`src/rtl/seq_mult.sv`:
```
// Folded shift-add multiplier: one partial-product row per clock into a 2*WIDTH accumulator.
// Define SEQ_MULT_SIGNED_EN to build the two's-complement path (sign extension + last-row subtract).
module seq_mult #(
    parameter int WIDTH = 8
) (
    input  logic                         clk,
    input  logic                         reset,
    input  logic                         in_valid,
    output logic                         in_ready,
    input  logic [WIDTH-1:0]             x,
    input  logic [WIDTH-1:0]             y,
    input  logic                         is_signed,
    output logic                         out_valid,
    input  logic                         out_ready,
    output logic [2*WIDTH-1:0]           out,
    output logic [2*WIDTH-1:0]           pp,
    output logic [$clog2(WIDTH+1)-1:0]   row
);

    localparam int RW = $clog2(WIDTH + 1);
    localparam int PW = 2 * WIDTH;

    localparam logic [1:0] S_IDLE = 2'd0;
    localparam logic [1:0] S_BUSY = 2'd1;
    localparam logic [1:0] S_DONE = 2'd2;

    localparam logic [RW-1:0] LAST = RW'(WIDTH - 1);

    logic [1:0]       r_state;
    logic [PW-1:0]    r_acc;
    logic [PW-1:0]    r_mcand;
    logic [WIDTH-1:0] r_mplier;
    logic [RW-1:0]    r_row;

    logic             w_sgn_in;
    logic [PW-1:0]    w_xe;
    logic [PW-1:0]    w_sum;

`ifdef SEQ_MULT_SIGNED_EN
    logic r_sgn;

    assign w_sgn_in = is_signed;

    always_ff @(posedge clk or posedge reset) begin
        if (reset) begin
            r_sgn <= 1'b0;
        end else if (r_state == S_IDLE && in_valid) begin
            r_sgn <= is_signed;
        end
    end

    // MSB of a signed multiplier carries weight -2^(WIDTH-1)
    assign w_sum = (r_sgn && r_row == LAST) ? r_acc - r_mcand
                                            : r_acc + r_mcand;
`else
    logic w_unused;

    assign w_unused = is_signed;
    assign w_sgn_in = 1'b0;
    assign w_sum    = r_acc + r_mcand;
`endif

    assign w_xe = {{WIDTH{w_sgn_in & x[WIDTH-1]}}, x};

    // r_mcand holds xe << row and r_mplier holds y >> row, so no variable shifter
    always_ff @(posedge clk or posedge reset) begin
        if (reset) begin
            r_state  <= S_IDLE;
            r_acc    <= '0;
            r_mcand  <= '0;
            r_mplier <= '0;
            r_row    <= '0;
        end else begin
            case (r_state)
                S_IDLE: begin
                    if (in_valid) begin
                        r_acc    <= '0;
                        r_mcand  <= w_xe;
                        r_mplier <= y;
                        r_row    <= '0;
                        r_state  <= S_BUSY;
                    end
                end
                S_BUSY: begin
                    if (r_mplier[0]) begin
                        r_acc <= w_sum;
                    end
                    r_mcand  <= r_mcand << 1;
                    r_mplier <= r_mplier >> 1;
                    r_row    <= r_row + RW'(1);
                    if (r_row == LAST) begin
                        r_state <= S_DONE;
                    end
                end
                S_DONE: begin
                    if (out_ready) begin
                        r_state <= S_IDLE;
                    end
                end
                default: r_state <= S_IDLE;
            endcase
        end
    end

    assign in_ready  = (r_state == S_IDLE);
    assign out_valid = (r_state == S_DONE);
    assign out       = r_acc;
    assign pp        = r_acc;
    assign row       = r_row;

endmodule

```
`config.mk`:
```
export PLATFORM = sky130hd
export DESIGN_NAME = seq_mult
export DESIGN_NICKNAME = d
export VERILOG_FILES = /design/src/rtl/seq_mult.sv
export SDC_FILE = /design/constraint.sdc
export NUM_CORES = 1
export LEC_CHECK = 0
export BUFFER_PORTS_ARGS = -buffer_cell sky130_fd_sc_hd__buf_4
export CORE_UTILIZATION = 45
export CTS_CLUSTER_DIAMETER = 150
export DETAILED_ROUTE_END_ITERATION = 10
export PLACE_DENSITY = 0.68
export SLEW_MARGIN = 15
export SYNTH_ARGS = -nofsm -noshare
export SYNTH_HDL_FRONTEND = slang
export SYNTH_SLANG_ARGS = --single-unit
```
`constraint.sdc`:
```
create_clock -name clk -period 3.63 [get_ports clk]
set_clock_uncertainty 0.15 [all_clocks]
set_input_delay 1.089 -clock clk [delete_from_list [all_inputs] [get_ports clk]]
set_output_delay 1.089 -clock clk [all_outputs]
set_load 0.005 [all_outputs]
```
==> results.tsv, run 1 <==
metric	value	unit
run status	completed	
CP arrival	2.46	ns
Post-Syn Area	2720	um^2
clk sinks	46	
CTS Buf Count	5	
area leader, netlist	dfrtp_1	
startpoint types	flop	
CP max FO	4	
top cell type's share of synthesized area	0.423	
routed wire length	5.80	mm
max-slew violation count	0	
max layer used	met4	
FILL cells	531	
Synth top cells by count	64 x nand2_1, 46 x dfrtp_1, 41 x o21ai_0, 17 x nand3_1	
area of the core	5680	um^2
share of the yosys chip area belonging to registers	0.423	
drt drc	0	
largest net degree at the start of global routing	47	
PwrDens	723	nW/um^2
ys flop type	dfrtp_1	
Flop pwr share	0.369	
share of cells above drive strength 1	0.219	
peak supply drop	0.000381	V
internal power	1.38	mW
Routed met2 length	2.69	mm
#FFs+latches synth	46	
clock root buffer	clkbuf_8	
initial antenna violation count	0	
Max Cap Viol	0	
Mapped Nets	341	
Max stage delay cell, worst path	dfrtp_1	
combinational power share	0.464	
Vias/cell	5.38	
Mapped Avg Cell Area	8.97	um^2
number of flops mapped to enable cells by yosys	0	
sw power	0.936	mW
met3 wire length	295	um
Syn Inst Count	303	
dpl cells	407	
grt total ovfl	0	
CTS HTree Levels	2	
Worst Tran Pin Value	0.841	ns
Synthesis Warnings	0	
Period minus WS final	2.41	ns
setup TNS	0	ns
die area	6360	um^2
fmax	0.414	GHz
Clk pwr share	0.167	
hold buffers post-CTS	0	
slew margin rel.	0.439	
first-pass GRT wire length	9.88	mm
Max stage delay on crit path	0.43	ns
1st-pass router iterations	4	
Netlist cell types	40	
ANT nets after route	0	
Area Overhead vs Synth	17.9	%
total number of vias	2231	
CTS-repair resized insts	0	
postcts setup bufs	0	
endpoint class of the critical path	flop	
# port buffers	57	
sw frac	0.404	
# IOs	59	
CTS clock-pin slew for the worst setup and hold paths	0.09	ns
Async SR Flop Fraction	1.00	
Antenna diodes	0	
unrepaired setup endpoints after global routing	no	
CTS tree	built	
cell breakdown of the critical path	ha_1, inv_1, fa_1, nor2b_4, o211ai_2, a21oi_2, a41o_1, o21ai_0, a32o_1	
routed len/inst	14.0	um
1st-iter DRT viols	99	
cell row count	27	
Worst EP required	3.67	ns
Die W	79.7	um
final hold viol count	0	
Layout Cells excl Fill	415	
Layout Nets	380	
Total GRT Usage	0.199	
initial core utilization	0.479	
met1 wire length	2.72	mm
top-count cell post-synth	nand2_1	
DP HPWL	4.14	mm
die height	79.7	um
Leak	1.67	nW
Final Power	2.32	mW
Final Wtd Congestion	0.875	
worst skew pair latency	0.30	ns
clk buf depth	2	
number of global-route vias before repair	2052	
final setup fails	0	
worst setup path class	flop to flop	
largest cells by area after synthesis	dfrtp_1 42%, nand2_1 8.8%, o21ai_0 7.5%, ha_1 7.4%, mux2i_1 5.5%	
Min-Delay Path Class	flop to flop	
Final Cycle Share	0.665	
[power by group through the flow]
stage / logic [mW] / clock network, mW / registers (mW)
after floorplan: 0.782 / 0 / 0.828
after global placement: 1.05 / 0 / 0.861
after detailed placement: 1.08 / 0 / 0.867
after CTS: 1.08 / 0.397 / 0.857
after global routing: 1.22 / 0.412 / 0.884
final: 1.07 / 0.387 / 0.856
[cell usage in the layout (no fill, tap or decap), types with 2 or more instances in the layout]
master	n
xor2_1	6
dfrtp_1	46
nand2_1	64
mux2i_1	15
a21oi_2	2
nand2b_1	4
o211ai_1	3
nand3_1	17
a31oi_1	3
a21oi_1	13
a21o_1	4
ha_1	16
inv_1	7
xnor2_1	5
buf_4	60
nor2b_1	2
o21ai_0	41
nor2_1	6
and3_1	2
clkbuf_8	5
[sequential cells by signal, summed over array words and instances, names as in the netlist]
register and count:
out 16, r_mcand 16, r_mplier 8, r_state 2
row 4
[layout make-up]
type | instances | area (um^2) | area share
inverter | 8 | 30.0 | 0.00937
sequential | 46 | 1150 | 0.359
timing repair buffer | 60 | 450 | 0.141
tap | 72 | 90.1 | 0.0281
multi-input combinational | 221 | 1370 | 0.428
clock inverter | 2 | 37.5 | 0.0117
clock buffer | 6 | 72.6 | 0.0226
[stage by stage]
stage	setup WS [ns]	area, um^2	util	hold WS [ns]
floorplan	1.30	2720	-	0.299
global placement	1.09	3090	0.545	0.317
detailed placement	1.09	3090	0.545	0.319
CTS	1.21	3200	0.565	0.339
global route	1.06	3200	0.565	0.368
finish	1.22	3200	0.565	0.337
[critical path: cells and delay by family, from the launching register on]
kind | cells | cell delay [ns]
AO/OA/AOI/OAI | 5 | 0.91
flip-flops | 1 | 0.43
buffers and inverters | 1 | 0.05
AND/OR/NAND/NOR | 1 | 0.16
adder cells (fa/ha/maj) | 2 | 0.61
[routing by layer]
layer,vias to the layer above,global-route usage
met5,-,0
met4,0,0.0571
met3,10,0.0411
met2,63,0.317
met1,1046,0.274
li1,1112,-
[worst paths after layout]
check,from,slack (ns),endpoint,depth (start not counted)
setup / recovery,out[0]$_DFFE_PP0P_,1.22,out[14]$_DFFE_PP0P_,9
hold / removal,r_mplier[6]$_DFFE_PP0P_,0.34,r_mplier[5]$_DFFE_PP0P_,2
max in group asynchronous,reset,2.16,out[9]$_DFFE_PP0P_,3
min in group asynchronous,reset,0.78,r_mplier[4]$_DFFE_PP0P_,3
setup reg to reg,out[0]$_DFFE_PP0P_,1.22,out[14]$_DFFE_PP0P_,9
hold reg to reg,r_mplier[6]$_DFFE_PP0P_,0.34,r_mplier[5]$_DFFE_PP0P_,2
[cell families after synthesis]
kind of cell | count (synthesis) | share of synthesized area
buffers and inverters | 36 | 0.0727
and+or+nand+nor | 104 | 0.172
xor gates and xnor gates | 11 | 0.0354
AOI/OAI and AO/OA | 74 | 0.161
adders and majority gates | 17 | 0.0810
DFF | 46 | 0.423
muxes | 15 | 0.0552
Power figures use the tool's default switching activity.
==> inputs of run 2 (changes only) <==
Clock period 3.63 ns to 2.3 ns, I/O delays scaled along.
==> results.tsv, run 2 (synthesis gave the netlist of run 1 again) <==
metric	value	unit	change
run status	completed		unchanged
CP max FO	4		unchanged
slew margin rel.	0.505		was 0.439
routed wire length	5.90	mm	was 5.80 mm
die area	6360	um^2	unchanged
initial core utilization	0.479		unchanged
routed len/inst	13.8	um	was 14.0 um
clk sinks	46		unchanged
Worst Tran Pin Value	0.742	ns	was 0.841 ns
share of cells above drive strength 1	0.265		was 0.219
clock root buffer	clkbuf_8		unchanged
clk buf depth	2		unchanged
PwrDens	1140	nW/um^2	was 723 nW/um^2
final setup fails	0		unchanged
# IOs	59		unchanged
1st-iter DRT viols	118		was 99
FF-to-FF setup slack	0.03	ns	was 1.22 ns
Final Cycle Share	0.988		was 0.665
total number of vias	2295		was 2231
Final Wtd Congestion	0.833		was 0.875
CTS HTree Levels	2		unchanged
Worst Reg-to-Reg Cells	9		unchanged
unrepaired setup endpoints after global routing	yes		was no
utilization after layout	0.586		was 0.565
Leak	1.73	nW	was 1.67 nW
max-slew violation count	0		unchanged
Min Hold Slack	0.278	ns	was 0.337 ns
largest net degree at the start of global routing	47		unchanged
startpoint types	flop		unchanged
worst r2r src	r_mcand[0]$_DFFE_PP0P_		was out[0]$_DFFE_PP0P_
fmax	0.440	GHz	was 0.414 GHz
drt drc	0		unchanged
Max stage delay cell, worst path	dfrtp_1		unchanged
worst setup path class	flop to flop		unchanged
cell breakdown of the critical path	ha_2, inv_2, fa_2, nor2b_4, o211ai_2, a21oi_2, a41o_1, or3_1, a32o_1		was ha_1, inv_1, fa_1, nor2b_4, o211ai_2, a21oi_2, a41o_1, o21ai_0, a32o_1
Layout Nets	392		was 380
first-pass GRT wire length	9.52	mm	was 9.88 mm
Worst EP required	2.34	ns	was 3.67 ns
CTS clock-pin slew for the worst setup and hold paths	0.09	ns	about the same
DP HPWL	4.25	mm	was 4.14 mm
die height	79.7	um	unchanged
cell row count	27		unchanged
number of global-route vias before repair	1996		was 2052
Final Power	3.79	mW	was 2.32 mW
Critical path destination	out[14]$_DFFE_PP0P_		unchanged
Min-Delay Path Class	primary input to async pin		was flop to flop
Total GRT Usage	0.193		was 0.199
most frequent cells in the layout	71 x buf_4, 64 x nand2_1, 46 x dfrtp_1		was 64 x nand2_1, 60 x buf_4, 46 x dfrtp_1
endpoint class of the critical path	flop		unchanged
CP arrival	2.31	ns	was 2.46 ns
ANT nets after route	0		unchanged
area of the core	5680	um^2	unchanged
1st-pass router iterations	4		unchanged
hold buffers post-CTS	0		unchanged
Max Cap Viol	0		unchanged
Die W	79.7	um	unchanged
# port buffers	57		unchanged
Max stage delay on crit path	0.40	ns	was 0.43 ns
worst skew pair latency	0.30	ns	about the same
most common cell after layout, fill and taps aside	buf_4		was nand2_1
Vias/cell	5.37		was 5.38
grt total ovfl	0		unchanged
Period minus WS final	2.27	ns	was 2.41 ns
RR Endpoint	out[14]$_DFFE_PP0P_		unchanged
initial antenna violation count	0		unchanged
Final WS setup	0.0278	ns	was 1.22 ns
CTS tree	built		unchanged
CTS Buf Count	5		unchanged
final hold viol count	0		unchanged
Area Overhead vs Synth	22.3	%	was 17.9%
Antenna diodes	0		unchanged
peak supply drop	0.000579	V	was 0.000381 V
Worst Setup SP	r_mcand[0]$_DFFE_PP0P_		was out[0]$_DFFE_PP0P_
Placement Setup Slack	0.0106	ns	was 1.09 ns
-- run 2: cell types whose count changed in the layout (fill, tap and decap cells not counted), sizes merged --
cell / change
buf: +12
-- run 2: where the power goes --
group          switching [mW]  internal, mW
Clock                   0.284         0.325
Combinational           0.967         0.871
Sequential              0.262          1.08
Total                    1.51          2.28
-- run 2: layout make-up --
| type | instances | area, um^2 |
|---|---|---|
| timing repair buffer | 72 | 553 |
| inverter | 8 | 30.0 |
| multi-input combinational | 221 | 1390 |
| fill | 526 | 2350 |
| sequential | 46 | 1150 |
| tap | 72 | 90.1 |
| clock inverter | 2 | 37.5 |
| clock buffer | 6 | 72.6 |
-- run 2: worst min-delay path by stage --
stage                             from                 endpoint  cells past startpoint
2_1_floorplan  r_mplier[7]$_DFFE_PP0P_  r_mplier[6]$_DFFE_PP0P_                      2
3_3_place_gp   r_mplier[6]$_DFFE_PP0P_  r_mplier[5]$_DFFE_PP0P_                      2
3_5_place_dp   r_mplier[2]$_DFFE_PP0P_  r_mplier[1]$_DFFE_PP0P_                      2
4_1_cts                          reset  r_mplier[3]$_DFFE_PP0P_                      3
5_1_grt                          reset  r_mplier[4]$_DFFE_PP0P_                      3
6_report                         reset  r_mplier[3]$_DFFE_PP0P_                      3
-- run 2: worst max-delay path, delay by kind of cell, from the launching register on --
kind                     cells  cell delay [ns]
AO/OA/AOI/OAI                4             0.77
buffers and inverters        1             0.05
AND/OR/NAND/NOR              2             0.39
flip-flops                   1             0.40
adder cells (fa/ha/maj)      2             0.40
-- run 2: timing repair --
action,CTS,global route
setup buffers,0,0
endpoints found under the hold margin,0,0
resized for setup,3,6
pin swaps,4,5
setup endpoints to repair,1,3
-- run 2: layer usage --
metal | track usage | share of wire
met1 | 0.264 | 0.48
met2 | 0.310 | 0.47
met3 | 0.0400 | 0.049
met4 | 0.0500 | 0.010
met5 | 0 | 0
-- run 2: metrics by stage --
step / setup TNS (ns) / instances / instance area [um^2]
2_1_floorplan: 0 / 303 / 2720
3_3_place_gp: 0 / 419 / 3200
3_5_place_dp: 0 / 419 / 3200
4_1_cts: 0 / 427 / 3310
5_1_grt: -0.0479 / 427 / 3320
6_report: 0 / 427 / 3320
==> inputs of run 3 (changes only) <==
Settings changed: PLACE_DENSITY 0.68 to 0.73.
==> results.tsv, run 3 (synthesis gave the netlist of run 1 again) <==
metric	value	unit	change
run status	finished with violations		was completed
failing checks	setup timing		
CP top delay family	compound AO/OA/AOI/OAI gates		unchanged
# IOs	59		unchanged
Max stage delay on crit path	0.40	ns	about the same
routed len/inst	14.0	um	was 13.8 um
Worst EP required	2.33	ns	was 2.34 ns
cell breakdown of the critical path	ha_1, nor2b_4, o211ai_2, a21oi_2, a41o_1, or3_1, a32o_1		was ha_2, inv_2, fa_2, nor2b_4, o211ai_2, a21oi_2, a41o_1, or3_1, a32o_1
1st-iter DRT viols	107		was 118
Total GRT Usage	0.205		was 0.193
final hold viol count	0		unchanged
area of the core	5680	um^2	unchanged
Final Cycle Share	1.00		was 0.988
CTS tree	built		unchanged
grt total ovfl	0		unchanged
DP HPWL	4.30	mm	was 4.25 mm
clk sinks	46		unchanged
FF-to-FF setup slack	-0.009	ns	was 0.03 ns
hold buffers post-CTS	0		unchanged
post-route cell area	3340	um^2	was 3320 um^2
Worst Reg-to-Reg Cells	7		was 9
endpoint class of the critical path	flop		unchanged
setup TNS	-0.00869	ns	was 0 ns
# port buffers	57		unchanged
Max stage delay cell, worst path	dfrtp_1		unchanged
slew margin rel.	0.542		was 0.505
ANT nets after route	0		unchanged
cell row count	27		unchanged
number of buffers and inverters on the critical path	0		was 1
worst skew pair latency	0.29	ns	was 0.30 ns
dpl cells	418		was 419
total number of vias	2256		was 2295
area used by multi-input combinational logic	1390	um^2	about the same
CTS Buf Count	5		unchanged
clock root buffer	clkbuf_8		unchanged
routed wire length	5.99	mm	was 5.90 mm
die height	79.7	um	unchanged
first-pass GRT wire length	10.2	mm	was 9.52 mm
clk buf depth	2		unchanged
Max Cap Viol	0		unchanged
final setup fails	1		was 0
CTS clock-pin slew for the worst setup and hold paths	0.09	ns	about the same
share of cells above drive strength 1	0.269		was 0.265
fmax	0.433	GHz	was 0.440 GHz
CTS HTree Levels	2		unchanged
PwrDens	1130	nW/um^2	was 1140 nW/um^2
Final WS setup	-0.00869	ns	was 0.0278 ns
worst r2r src	out[2]$_DFFE_PP0P_		was r_mcand[0]$_DFFE_PP0P_
Layout Nets	394		was 392
initial core utilization	0.479		unchanged
Leak	1.74	nW	was 1.73 nW
1st-pass router iterations	4		unchanged
Die W	79.7	um	unchanged
RR Endpoint	out[14]$_DFFE_PP0P_		unchanged
number of global-route vias before repair	2170		was 1996
Vias/cell	5.26		was 5.37
Post-DP Area	3190	um^2	was 3200 um^2
Min-Delay Path Class	primary input to async pin		unchanged
sequential cell area	1150	um^2	unchanged
Min Hold Slack	0.286	ns	was 0.278 ns
Period minus WS final	2.31	ns	was 2.27 ns
Antenna diodes	0		unchanged
worst setup path class	flop to flop		unchanged
CP max FO	4		unchanged
Layout Cells excl Fill	429		was 427
Final Wtd Congestion	0.870		was 0.833
Final Power	3.77	mW	was 3.79 mW
most frequent cells in the layout	73 x buf_4, 64 x nand2_1, 46 x dfrtp_1		was 71 x buf_4, 64 x nand2_1, 46 x dfrtp_1
peak supply drop	0.000595	V	was 0.000579 V
max-slew violation count	0		unchanged
CP arrival	2.34	ns	was 2.31 ns
largest net degree at the start of global routing	47		unchanged
FILL cells	513		was 526
startpoint types	flop		unchanged
Area Overhead vs Synth	22.9	%	was 22.3%
Worst Tran Pin Value	0.688	ns	was 0.742 ns
unrepaired setup endpoints after global routing	yes		unchanged
die area	6360	um^2	unchanged
drt drc	0		unchanged
most common cell after layout, fill and taps aside	buf_4		unchanged
initial antenna violation count	0		unchanged
run 3: changes by cell type in the layout (fill, tap and decap cells not counted):
cell     delta
buf_4       +2
o21ai_0     -1
a21oi_1     -1
a21oi_2     +1
o21ai_1     +1
ha_1        +1
ha_2        -1
run 3: worst register-to-register path, delay by kind of cell (launching register included):
family / cells / cell delay (ns)
AO/OA/AOI/OAI: 4 / 0.79
AND/OR/NAND/NOR: 2 / 0.50
flip-flops: 1 / 0.40
adder cells (fa/ha/maj): 1 / 0.36
run 3: cell type report:
cell class                 count  area share
clock buffer                   6      0.0217
clock inverter                 2      0.0112
inverter                       8     0.00899
multi-input combinational    221       0.416
sequential                    46       0.345
tap                           72      0.0270
timing repair buffer          74       0.170
run 3: through the flow:
stage               utilization  setup slack, ns
floorplan                     -           0.0561
global placement          0.562           0.0346
detailed placement        0.562          -0.0231
CTS                       0.585          -0.0127
global route              0.589          -0.0977
finish                    0.589         -0.00869
run 3: where the power goes:
part	internal, mW	switching (mW)	total [mW]
Combinational	0.856	0.970	1.83
Sequential	1.08	0.262	1.34
Clock	0.325	0.276	0.600
run 3: layer usage:
metal	share of wire	up-vias	track usage
met5	0	-	0
met4	0.015	0	0.0679
met3	0.034	10	0.0297
met2	0.49	51	0.345
met1	0.46	1050	0.267
li1	-	1145	-
run 3: repair_timing:
| action | in CTS | in global routing |
|---|---|---|
| gates resized for setup | 3 | 7 |
| pin swaps | 5 | 2 |
| setup endpoints to repair | 1 | 6 |
| buffers inserted | 2 | 1 |
run 3: worst max path at each step:
| stage | depth (start not counted) | start | to | slack, ns |
|---|---|---|---|---|
| floorplan | 9 | out[0]$_DFFE_PP0P_ | out[14]$_DFFE_PP0P_ | 0.06 |
| global placement | 9 | out[0]$_DFFE_PP0P_ | out[14]$_DFFE_PP0P_ | 0.03 |
| detailed placement | 9 | out[0]$_DFFE_PP0P_ | out[14]$_DFFE_PP0P_ | -0.02 |
| CTS | 9 | out[0]$_DFFE_PP0P_ | out[14]$_DFFE_PP0P_ | -0.01 |
| global route | 9 | out[0]$_DFFE_PP0P_ | out[14]$_DFFE_PP0P_ | -0.1 |
| finish | 7 | out[2]$_DFFE_PP0P_ | out[14]$_DFFE_PP0P_ | -0.009 |
